===== config.mk =====
export PLATFORM = sky130hd
export DESIGN_NAME = inst_fetch
export DESIGN_NICKNAME = d
export VERILOG_FILES = /design/src/rtl/inst_fetch.sv
export SDC_FILE = /design/constraint.sdc
export NUM_CORES = 1
export LEC_CHECK = 0
export ABC_AREA = 1
export BUFFER_PORTS_ARGS = -buffer_cell sky130_fd_sc_hd__clkbuf_2
export CAP_MARGIN = 30
export CORE_MARGIN = 2
export CORE_UTILIZATION = 48
export DETAILED_ROUTE_END_ITERATION = 16
export PLACE_DENSITY = 0.74
export RECOVER_POWER = 100
export SETUP_SLACK_MARGIN = 0.1
export SYNTH_ARGS = -nofsm -noshare
export SYNTH_HDL_FRONTEND = slang
export SYNTH_SLANG_ARGS = --single-unit

===== constraint.sdc =====
create_clock -name clk -period 5.1 [get_ports clk]
set_input_delay 0.51 -clock clk [delete_from_list [all_inputs] [get_ports clk]]
set_output_delay 0.51 -clock clk [all_outputs]
set_load 0.01 [all_outputs]

===== src/rtl/inst_fetch.sv =====
// Instruction fetch stage: owns the PC, issues in-order imem reads under a credit limit
// and queues returned words for decode. Redirects flush queued and in-flight fetches.
module inst_fetch #(
   parameter logic [31:0] RESET_PC    = 32'h0000_0000,
   parameter int          QUEUE_DEPTH = 2
) (
   input  logic        clk,
   input  logic        rst_n,
   output logic        imem_req_valid,
   input  logic        imem_req_ready,
   output logic [31:0] imem_req_addr,
   input  logic        imem_resp_valid,
   input  logic [31:0] imem_resp_data,
   input  logic        redirect_valid,
   input  logic [31:0] redirect_pc,
   output logic        inst_valid,
   input  logic        inst_ready,
   output logic [31:0] inst,
   output logic [31:0] inst_pc
);

   localparam int              CNT_W    = $clog2(QUEUE_DEPTH + 1);
   localparam int              PTR_W    = (QUEUE_DEPTH > 1) ? $clog2(QUEUE_DEPTH) : 1;
   localparam logic [CNT_W:0]  DEPTH_C  = (CNT_W + 1)'(QUEUE_DEPTH);
   localparam logic [PTR_W-1:0] LAST_PTR = PTR_W'(QUEUE_DEPTH - 1);
   localparam logic [31:0]     NOP      = 32'h0000_0013;

   typedef enum logic [0:0] {
      S_FETCH = 1'b0,
      S_FLUSH = 1'b1
   } state_t;

   state_t            state_q, state_d;
   logic [31:0]       pc_q, pc_d;
   logic [CNT_W-1:0]  fifo_count_q, fifo_count_d;
   logic [CNT_W-1:0]  outstanding_q, outstanding_d;
   logic [CNT_W-1:0]  discard_q, discard_d;
   logic [PTR_W-1:0]  rd_ptr_q, rd_ptr_d;
   logic [PTR_W-1:0]  wr_ptr_q, wr_ptr_d;
   logic              req_valid_q, req_valid_d;

   logic [31:0]       mem_inst_q [QUEUE_DEPTH];
   logic [31:0]       mem_pc_q   [QUEUE_DEPTH];

   logic              accept;
   logic              push;
   logic              pop;
   logic [31:0]       resp_pc;

   function automatic logic [PTR_W-1:0] ptr_inc(input logic [PTR_W-1:0] p);
      return (p == LAST_PTR) ? '0 : p + 1'b1;
   endfunction

   always_comb begin
      accept = req_valid_q & imem_req_ready;
      pop    = (fifo_count_q != '0) & inst_ready;
      push   = imem_resp_valid & (discard_q == '0) & ~redirect_valid;
      // With nothing to discard, every in-flight request is contiguous and ends just below pc_q,
      // so the oldest one (the responder) sits outstanding words behind it.
      resp_pc = pc_q - 32'({outstanding_q, 2'b00});

      outstanding_d = outstanding_q + CNT_W'(accept) - CNT_W'(imem_resp_valid);
      pc_d          = accept ? pc_q + 32'd4 : pc_q;
      fifo_count_d  = fifo_count_q + CNT_W'(push) - CNT_W'(pop);
      rd_ptr_d      = pop  ? ptr_inc(rd_ptr_q) : rd_ptr_q;
      wr_ptr_d      = push ? ptr_inc(wr_ptr_q) : wr_ptr_q;
      discard_d     = discard_q - CNT_W'(imem_resp_valid && (discard_q != '0));

      state_d = state_q;
      if (state_q == S_FLUSH && discard_d == '0) begin
         state_d = S_FETCH;
      end

      if (redirect_valid) begin
         pc_d         = redirect_pc & ~32'h3;
         fifo_count_d = '0;
         rd_ptr_d     = '0;
         wr_ptr_d     = '0;
         discard_d    = outstanding_d;
         state_d      = (outstanding_d != '0) ? S_FLUSH : S_FETCH;
      end

      req_valid_d = (state_d == S_FETCH) &&
                    (({1'b0, fifo_count_d} + {1'b0, outstanding_d}) < DEPTH_C);
   end

   always_ff @(posedge clk) begin
      if (!rst_n) begin
         state_q       <= S_FETCH;
         pc_q          <= RESET_PC;
         fifo_count_q  <= '0;
         outstanding_q <= '0;
         discard_q     <= '0;
         rd_ptr_q      <= '0;
         wr_ptr_q      <= '0;
         req_valid_q   <= 1'b0;
      end else begin
         state_q       <= state_d;
         pc_q          <= pc_d;
         fifo_count_q  <= fifo_count_d;
         outstanding_q <= outstanding_d;
         discard_q     <= discard_d;
         rd_ptr_q      <= rd_ptr_d;
         wr_ptr_q      <= wr_ptr_d;
         req_valid_q   <= req_valid_d;
      end
   end

   always_ff @(posedge clk) begin
      if (push) begin
         mem_inst_q[wr_ptr_q] <= imem_resp_data;
         mem_pc_q[wr_ptr_q]   <= resp_pc;
      end
   end

   assign imem_req_valid = req_valid_q;
   assign imem_req_addr  = pc_q;
   assign inst_valid     = (fifo_count_q != '0);
   assign inst           = inst_valid ? mem_inst_q[rd_ptr_q] : NOP;
   assign inst_pc        = inst_valid ? mem_pc_q[rd_ptr_q] : pc_q;

endmodule


==> qor.csv <==
metric;value;unit
outcome;complete, but fails checks;
violations;max-capacitance violations, max-slew violations;
area_growth;18.0;%
synth.avg_cell_area;8.95;um2
cts_buffers;17;
grt-ovfl-total;0;
drv_cap;2;
synth_edf_count;124;
p_leak;3.81;nW
startpoint_type;flip-flop;
synth_top_family_by_area;simple AND/OR/NAND/NOR gates;
yosys-top-cells-area;edfxtp_1 (45%), nand2_1 (11%), dfxtp_1 (10%);
drtIter0Drc;429;
mostFrequentLayoutCell;nand2_1;
whs;0.276;ns
cts_sinks;165;
hp-class;primary input to flip-flop;
grt_max_degree;88;
crit_fanout;63;
htree_num_levels;4;
drive_gt1_share;10.6;%
mostFrequentLayoutCells;nand2_1 (244), edfxtp_1 (124), clkbuf_1 (114), a21oi_1 (87), nor2_1 (81);
synth_xor_area_share;2.99;%
rsz0062_at_grt;false;
tightest_slew;1.62;ns
crit_type;flip-flop to primary output;
cts-root-buf;clkbuf_16;
slew_headroom;-8.14;%
fp.dieH;135;um
yosys.area_share.simple;22.1;%
antenna_found_initial;0;
synth_area;0.00819;mm2
hold_buffers;0;
cts_resized;0;
cts.clk_slew.worst_paths;0.06;ns
synthCells;915;
diodes;0;
totalWireLength;20200;um
synth_compound_area_share;11.1;%
insertion_delay;0.43;ns
synth.top_cell.area_share;45.5;%
grt_pass1_vias;6140;
first_pass_iters;7;
vias;6787;
fin_skew;0.0111;ns
die_x;135;um
cts_tree;built;
p_per_area;381;mW/mm2
yosysTopAreaCell;edfxtp_1;
fin_nets;1138;
drc;0;
start_util;49.2;%
fin_tns_setup;0;ns
period_share;71.2;%
hold_violations;0;
hpwlAfterDp;13900;um
via_per_inst;5.26;
arrival;3.12;ns
core_area;0.0166;mm2
ys_seq_area_share;55.5;%
io_pins;168;
yosys_warnings;0;
die-area;0.0181;mm2
cp-end-kind;primary output;
fmax;0.275;GHz
instances_no_fill;1291;
synth-adder-area-share;1.71;%
min_from;imem_resp_data[0];
cts_buffer_depth;2;
async_reset_ff_share;0;%
synth-seq-cells;165;
post_cts_buffers;0;
synth.distinct_cells;37;
track_usage;22.2;%
totalPowerFinal;3.68;mW
r2r_start;imem_req_addr[2];
grt_pass1_wl;31100;um
wl_per_cell;15.6;um
synth_flop_cell;edfxtp_1;
portBuffers;161;
dp_cells;1259;
peakVddDrop;0.246;mV
muxShareOfSynthArea;0;%
cp.required;4.59;ns
slew_viol_final;101;
ant_nets;0;
setup_viol;0;
finalCriticalPeriod;3.63;ns
rows;47;
place.gp.congestion;0.871;
[cell type report]
cell class	count	area [um2]
flip-flops and latches	165	4550
well taps	220	275
fillers	1506	6980
clock buffers	18	429
multi-input cells	623	3100
inverters	83	312
clock inverters	14	256
repair buffers	168	749
[worst paths after layout]
kind	to	slack, ns	depth (start not counted)
setup / recovery	inst_pc[18]	1.47	6
setup reg to reg	mem_pc_q[1][28]	2.12	12
hold / removal	mem_inst_q[1][0]	0.28	1
hold reg to reg	rd_ptr_q	0.46	1
[kinds of logic (layout without fill, tap and decap cells)]
family                   count (synthesis)  after routing
AND/OR/NAND/NOR                        418            418
flip-flops                             165            165
AO/OA/AOI/OAI                          163            163
buffers and inverters                  130            283
XOR/XNOR                                28             28
adder cells (fa/ha/maj)                 10             10
other                                    1              4
[per-layer routing]
metal	up-vias	wire [um]	share of wire, %	GRT usage (%)
met5	-	0	0	0
met3	27	1510	7.5	4.95
li1	3342	-	-	-
met1	3158	8850	44	30.4
met2	260	9510	47	35.1
met4	0	322	1.6	7.49
[flip-flops by register name, indices dropped and copies added (netlist names), named ones only]
name            flops
mem_inst_q         64
mem_pc_q           60
imem_req_addr      30
discard_q           2
fifo_count_q        2
outstanding_q       2
imem_req_valid      1
rd_ptr_q            1
state_q             1
wr_ptr_q            1
[cells in the mapped netlist (5+ instances only)]
cell type / count
buf_2: 12
a21oi_1: 87
nand2_1: 242
ha_1: 8
a31oi_1: 9
nand3_1: 52
nand4_1: 5
nor2_1: 79
dfxtp_1: 41
o21ai_0: 31
nor2_4: 10
edfxtp_1: 124
nor2_2: 8
inv_1: 78
a22oi_1: 29
nand2_2: 8
xor2_1: 25
clkbuf_1: 25
[critical path, cell delays in order, from the launching register on]
cell and delay (ns):
dfxtp_2 0.31, clkbuf_2 0.74, inv_2 0.82, buf_12 0.27
nand2_1 0.07, a22oi_1 0.27, clkbuf_1 0.20
[power by group]
group,switching [mW],internal (mW),leakage (nW),total (mW)
Sequential,0.0592,1.56,1.48,1.62
Combinational,0.391,0.193,2.00,0.584
Clock,0.510,0.965,0.328,1.48
[through the flow]
step,instance area (um2),setup WS [ns],utilization (%)
2_1_floorplan,8200,0.963,-
3_3_place_gp,9110,1.81,54.7
3_5_place_dp,9170,1.75,55.1
4_1_cts,9860,2.10,59.2
5_1_grt,9660,1.11,58.1
6_report,9660,1.47,58.1
Note: power is estimated with default switching activity, not from simulation.
